**src/rtl/debug_display_scheduler.sv**
```systemverilog
// debug_display_scheduler
// Multiplexes four 32-bit MCU debug sources onto six hex digits across
// eight pages. Pages advance on a debounced push-button press or on an
// auto-rotate timer. A snapshot of the sources is either refreshed every
// cycle (live) or held (frozen) so bus values stay readable.
//
// Page p shows snapshot[p/2]: even pages the low 24 bits, odd pages the
// top 8 bits. dots = {frozen, 2'b00, page}.
//
// Optional feature (macro DEBUG_TRIGGER_EN): an address trigger. A bus
// transfer to trig_addr sets a sticky trig_hit. trig_hit freezes the
// snapshot right after the hitting transfer has been captured.

module debug_display_scheduler #(
    parameter int DEBOUNCE_CYCLES = 500000,
    parameter int ROTATE_CYCLES   = 100000000
) (
    input  logic        clk,
    input  logic        reset,
`ifdef DEBUG_TRIGGER_EN
    input  logic [31:0] trig_addr,
    input  logic        trig_clear,
    output logic        trig_hit,
`endif
    input  logic        key_next_n,
    input  logic        auto_mode,
    input  logic        freeze,
    input  logic        mem_strobe,
    input  logic [31:0] src0,
    input  logic [31:0] src1,
    input  logic [31:0] src2,
    input  logic [31:0] src3,
    output logic [2:0]  page,
    output logic [23:0] display_data,
    output logic [5:0]  dots,
    output logic        page_changed
);

    localparam int DEB_W = (DEBOUNCE_CYCLES > 2) ? $clog2(DEBOUNCE_CYCLES) : 1;
    localparam logic [DEB_W-1:0] DEB_LAST = DEB_W'(DEBOUNCE_CYCLES - 1);
    localparam int ROT_W = (ROTATE_CYCLES > 2) ? $clog2(ROTATE_CYCLES) : 1;
    localparam logic [ROT_W-1:0] ROT_LAST = ROT_W'(ROTATE_CYCLES - 1);

    typedef enum logic [1:0] {
        DB_IDLE         = 2'd0,
        DB_PRESS_WAIT   = 2'd1,
        DB_HELD         = 2'd2,
        DB_RELEASE_WAIT = 2'd3
    } db_state_t;

    logic             key_sync1_r;
    logic             key_sync2_r;
    logic             key_s;
    db_state_t        db_state_r;
    db_state_t        db_state_nxt_s;
    logic [DEB_W-1:0] deb_cnt_r;
    logic [DEB_W-1:0] deb_cnt_nxt_s;
    logic             press_s;
    logic [ROT_W-1:0] rot_cnt_r;
    logic             rotate_s;
    logic [2:0]       page_r;
    logic             page_changed_r;
    logic             frozen_s;
    logic [31:0]      snap0_r;
    logic [31:0]      snap1_r;
    logic [31:0]      snap2_r;
    logic [31:0]      snap3_r;
    logic [31:0]      snap_sel_s;
    logic [23:0]      disp_nxt_s;
    logic [23:0]      display_data_r;
    logic [5:0]       dots_r;

    // Bring the asynchronous button into the clk domain; idle level is released (high).
    always_ff @(posedge clk) begin
        if (reset) begin
            key_sync1_r <= 1'b1;
            key_sync2_r <= 1'b1;
        end else begin
            key_sync1_r <= key_next_n;
            key_sync2_r <= key_sync1_r;
        end
    end

    assign key_s = ~key_sync2_r;

    // Debouncer state and stability counter.
    always_ff @(posedge clk) begin
        if (reset) begin
            db_state_r <= DB_IDLE;
            deb_cnt_r  <= '0;
        end else begin
            db_state_r <= db_state_nxt_s;
            deb_cnt_r  <= deb_cnt_nxt_s;
        end
    end

    // Debouncer next state: a level must stay put for DEBOUNCE_CYCLES to be accepted.
    always_comb begin
        db_state_nxt_s = db_state_r;
        deb_cnt_nxt_s  = deb_cnt_r;
        press_s        = 1'b0;
        case (db_state_r)
            DB_IDLE: begin
                deb_cnt_nxt_s = '0;
                if (key_s) begin
                    db_state_nxt_s = DB_PRESS_WAIT;
                end else begin
                    db_state_nxt_s = DB_IDLE;
                end
            end
            DB_PRESS_WAIT: begin
                if (!key_s) begin
                    db_state_nxt_s = DB_IDLE;
                    deb_cnt_nxt_s  = '0;
                end else if (deb_cnt_r == DEB_LAST) begin
                    db_state_nxt_s = DB_HELD;
                    deb_cnt_nxt_s  = '0;
                    press_s        = 1'b1;
                end else begin
                    deb_cnt_nxt_s  = deb_cnt_r + {{(DEB_W-1){1'b0}}, 1'b1};
                end
            end
            DB_HELD: begin
                deb_cnt_nxt_s = '0;
                if (!key_s) begin
                    db_state_nxt_s = DB_RELEASE_WAIT;
                end else begin
                    db_state_nxt_s = DB_HELD;
                end
            end
            DB_RELEASE_WAIT: begin
                if (key_s) begin
                    db_state_nxt_s = DB_HELD;
                    deb_cnt_nxt_s  = '0;
                end else if (deb_cnt_r == DEB_LAST) begin
                    db_state_nxt_s = DB_IDLE;
                    deb_cnt_nxt_s  = '0;
                end else begin
                    deb_cnt_nxt_s  = deb_cnt_r + {{(DEB_W-1){1'b0}}, 1'b1};
                end
            end
            default: begin
                db_state_nxt_s = DB_IDLE;
                deb_cnt_nxt_s  = '0;
            end
        endcase
    end

    assign rotate_s = auto_mode && (rot_cnt_r == ROT_LAST);

    // Auto-rotate timer; a manual press restarts the period so the user gets a full page dwell.
    always_ff @(posedge clk) begin
        if (reset) begin
            rot_cnt_r <= '0;
        end else if (!auto_mode || press_s) begin
            rot_cnt_r <= '0;
        end else if (rotate_s) begin
            rot_cnt_r <= '0;
        end else begin
            rot_cnt_r <= rot_cnt_r + {{(ROT_W-1){1'b0}}, 1'b1};
        end
    end

    // Page advance; a coincident press and rotate count as a single step.
    always_ff @(posedge clk) begin
        if (reset) begin
            page_r         <= 3'd0;
            page_changed_r <= 1'b0;
        end else if (press_s || rotate_s) begin
            page_r         <= page_r + 3'd1;
            page_changed_r <= 1'b1;
        end else begin
            page_changed_r <= 1'b0;
        end
    end

`ifdef DEBUG_TRIGGER_EN
    logic trig_hit_r;

    // Sticky address trigger; an explicit clear beats a simultaneous hit.
    always_ff @(posedge clk) begin
        if (reset) begin
            trig_hit_r <= 1'b0;
        end else if (trig_clear) begin
            trig_hit_r <= 1'b0;
        end else if (mem_strobe && (src1 == trig_addr)) begin
            trig_hit_r <= 1'b1;
        end else begin
            trig_hit_r <= trig_hit_r;
        end
    end

    assign trig_hit = trig_hit_r;
    // trig_hit is still 0 in the hit cycle, so that transfer lands in the snapshot.
    assign frozen_s = freeze | trig_hit_r;
`else
    logic unused_mem_strobe_s;

    assign unused_mem_strobe_s = mem_strobe;
    assign frozen_s            = freeze;
`endif

    // Source snapshot: refreshed every cycle while live, held while frozen.
    always_ff @(posedge clk) begin
        if (reset) begin
            snap0_r <= 32'h0000_0000;
            snap1_r <= 32'h0000_0000;
            snap2_r <= 32'h0000_0000;
            snap3_r <= 32'h0000_0000;
        end else if (!frozen_s) begin
            snap0_r <= src0;
            snap1_r <= src1;
            snap2_r <= src2;
            snap3_r <= src3;
        end else begin
            snap0_r <= snap0_r;
            snap1_r <= snap1_r;
            snap2_r <= snap2_r;
            snap3_r <= snap3_r;
        end
    end

    // Page-to-digits mapping: page[2:1] picks the source, page[0] picks the half.
    always_comb begin
        snap_sel_s = 32'h0000_0000;
        disp_nxt_s = 24'h00_0000;
        case (page_r[2:1])
            2'd0:    snap_sel_s = snap0_r;
            2'd1:    snap_sel_s = snap1_r;
            2'd2:    snap_sel_s = snap2_r;
            2'd3:    snap_sel_s = snap3_r;
            default: snap_sel_s = 32'h0000_0000;
        endcase
        if (page_r[0]) begin
            disp_nxt_s = {16'h0000, snap_sel_s[31:24]};
        end else begin
            disp_nxt_s = snap_sel_s[23:0];
        end
    end

    // Registered digit and dot outputs toward the hex decoders.
    always_ff @(posedge clk) begin
        if (reset) begin
            display_data_r <= 24'h00_0000;
            dots_r         <= 6'b00_0000;
        end else begin
            display_data_r <= disp_nxt_s;
            dots_r         <= {frozen_s, 2'b00, page_r};
        end
    end

    assign page         = page_r;
    assign page_changed = page_changed_r;
    assign display_data = display_data_r;
    assign dots         = dots_r;

endmodule

```
**config.mk**
```make
export PLATFORM = sky130hd
export DESIGN_NAME = debug_display_scheduler
export DESIGN_NICKNAME = d
export VERILOG_FILES = /design/src/rtl/debug_display_scheduler.sv
export SDC_FILE = /design/constraint.sdc
export NUM_CORES = 1
export LEC_CHECK = 0
export CAP_MARGIN = 10
export CORE_ASPECT_RATIO = 1.2
export CORE_MARGIN = 5
export CORE_UTILIZATION = 47
export DETAILED_ROUTE_END_ITERATION = 8
export PLACE_DENSITY = 0.74
export SYNTH_ARGS = -nofsm -noshare
export SYNTH_HDL_FRONTEND = slang
export SYNTH_SLANG_ARGS = --single-unit
```
**constraint.sdc**
```tcl
create_clock -name clk -period 1.7 [get_ports clk]
set_input_delay 0.34 -clock clk [delete_from_list [all_inputs] [get_ports clk]]
set_output_delay 0.34 -clock clk [all_outputs]
set_load 0.1 [all_outputs]
```
==> impl_metrics.tcl <==
set metrics [dict create \
    yosys_register_bits 210 \
    final_cells 1238 \
    clock_path_buffers 3 \
    powerDensity_nw_per_um2 934 \
    antenna_found_initial 2 \
    regToRegSetupSlack_ns -0.11 \
    gp_congestion 0.793 \
    first_global_vias 6322 \
    hold_viol 0 \
    nets 1134 \
    nFillCells 1359 \
    dpl.hpwl_mm 13.7 \
    placement.setup.worst_slack_ns -0.271 \
    slew_viol_final 0 \
    synth_area_um2 8530 \
    timing.fmax_mhz 553 \
    cts_tree "yes" \
    max-vdd-ir-drop_v 0.000693 \
    ys_seq_area_frac 0.493 \
    grt_use_total 0.183 \
    synth_top_cell_by_area "dfxtp_1" \
    io_pins 168 \
    drc 0 \
    clkTransAtPathRegs_ns 0.06 \
    dr_total_vias 6295 \
    ys_types 44 \
    yosysWarnings 0 \
    critPathKind "reg2reg" \
    h-tree-depth 1 \
    netlist.area_leader.share 0.493 \
    totalWireLength_mm 19.6 \
    clock_latency_ns 0.49 \
    first_iter_violations 366 \
    fin_crit_sh 1.06 \
    start_util 0.473 \
    final_area_um2 11900 \
    post_drt_wl_per_cell_um 15.8 \
    power.leakage_nw 4.83 \
    portBuffers 164 \
    required_ns 2.13 \
    crit_fanout 4 \
    area_delta_synth_final_pct 39.5 \
    postCtsHoldBufs 0 \
    die_h_um 158 \
    synth-main-ff-cell "dfxtp_1" \
    worst_ep_arrival_time_ns 2.23 \
    synthArstFlopShare 0 \
    synth_edf_count 0 \
    maxCapViolCount 0 \
    die_w_um 133 \
    viasPerCell 5.08 \
    dpl_cell_area_um2 11100 \
    whs_ns 0.150 \
    syn_inst 801 \
    fin_crit_ns 1.81 \
    fp-row-count 54 \
    finalClockSkew_ns 0.00934 \
    first_pass_iters 4 \
    startpoint_type "flip-flop" \
    violations "negative setup slack" \
    drive_gt1_frac 0.195 \
    coreArea_um2 18000 \
    rsz0062_at_grt "yes" \
    grt_max_degree 81 \
    grt_pass1_wl_mm 31.4 \
    syn_avg_cell_area_um2 10.7 \
    overflow 0 \
    cts_root_buf "clkbuf_16" \
    numCtsBuffers 22 \
    fin_ws_ns -0.108 \
    holdCritPathClass "in2reg" \
    dieArea_um2 21000 \
    ant_nets 0 \
    crit_path_end_kind "flip-flop" \
    placed_cells 1195 \
    clock_sinks 210 \
    setup_viol 24 \
    status "finished, violations left" \
    netlist_top_cells_area "dfxtp_1, mux2i_1, nor2_1" \
]
-- metal layers --
layer,up-vias,global-route usage,routed length (µm)
met5,-,0,13
met4,2,0.0609,434
met3,34,0.0528,1290
met2,134,0.324,10000
met1,2985,0.213,7810
li1,3140,-,-
-- sequential cells by signal (all words and copies together) (netlist names), 4 cells and up, named ones only --
signal	count
snap3_r	32
dots	4
snap1_r	32
rot_cnt_r	27
display_data	24
snap0_r	32
snap2_r	32
deb_cnt_r	19
-- kinds of logic (layout without fill, tap and decap cells) --
kind of cell,Yosys count,count (layout),share of synthesized area
and+or+nand+nor,312,312,0.176
DFF,210,210,0.493
muxes,170,170,0.247
buffers and inverters,55,265,0.0285
xor gates and xnor gates,43,43,0.0441
AOI/OAI and AO/OA,7,7,0.00719
adders and majority gates,3,3,0.00440
other,1,4,0.000440
-- stage by stage --
step / total power (W) / util / setup TNS (ns)
after floorplan: 0.00596 / - / -0.0318
after global placement: 0.00649 / 0.616 / -4.30
after detailed placement: 0.00651 / 0.616 / -5.30
after CTS: 0.0113 / 0.658 / -1.39
after global routing: 0.0116 / 0.660 / -4.41
final: 0.0111 / 0.660 / -1.18
-- cells in the mapped netlist (all sizes together) (3+ instances only) --
master	count
mux4	32
mux2i	137
nor4	7
dfxtp	210
or3	3
nand3	18
nor3	4
and3	4
nor4b	3
inv	6
nor2b	21
nand4	18
buf	25
clkbuf	24
ha	3
nor2	195
and4	4
xnor2	14
nand2	20
xor2	29
or2	5
-- critical path, cell delays in order, from the launching register on --
cell	delay (ns)
dfxtp_2	0.32
or4b_4	0.54
nor4_4	0.24
nand2_2	0.13
or3_4	0.40
a21oi_2	0.12
-- layout by cell type, fill, tap and decap left out, types with 21 or more instances in the layout --
master and count:
clkbuf_16 23, mux2i_1 137, nor2_1 193, mux4_2 32, dfxtp_1 200, clkdlybuf4s50_1 130
xor2_1 29, buf_4 47, nor2b_1 21, buf_12 41
-- path summary, 6_finish.rpt --
path | startpoint | depth (start not counted) | to
hold reg to reg | key_sync1_r | 1 | key_sync2_r
hold / removal | reset | 2 | flip-flop
setup reg to reg | deb_cnt_r[9] | 5 | flip-flop
setup / recovery | deb_cnt_r[9] | 5 | flip-flop
-- power by group --
part	total (W)	internal [W]	switching, W
Combinational	0.00116	0.000634	0.000530
Sequential	0.00524	0.00513	0.000113
Clock	0.00471	0.00284	0.00187
-- area by class of cell --
class	instances	area, µm²	area share
multi-input cells	537	4150	0.349
well taps	224	280	0.0235
repair buffers	220	2500	0.210
flip-flops and latches	210	4220	0.355
diodes	2	5.00	0.000421
inverters	6	22.5	0.00189
clock inverters	6	58.8	0.00494
clock buffers	33	663	0.0557
-- repair_timing --
item | CTS | global route
setup buffers | 2 | 0
endpoints found under the setup margin | 25 | 50
cloned | 0 | 0
gates resized for setup | 5 | 10
pin swaps | 4 | 7
(Power assumes the default switching activity.)
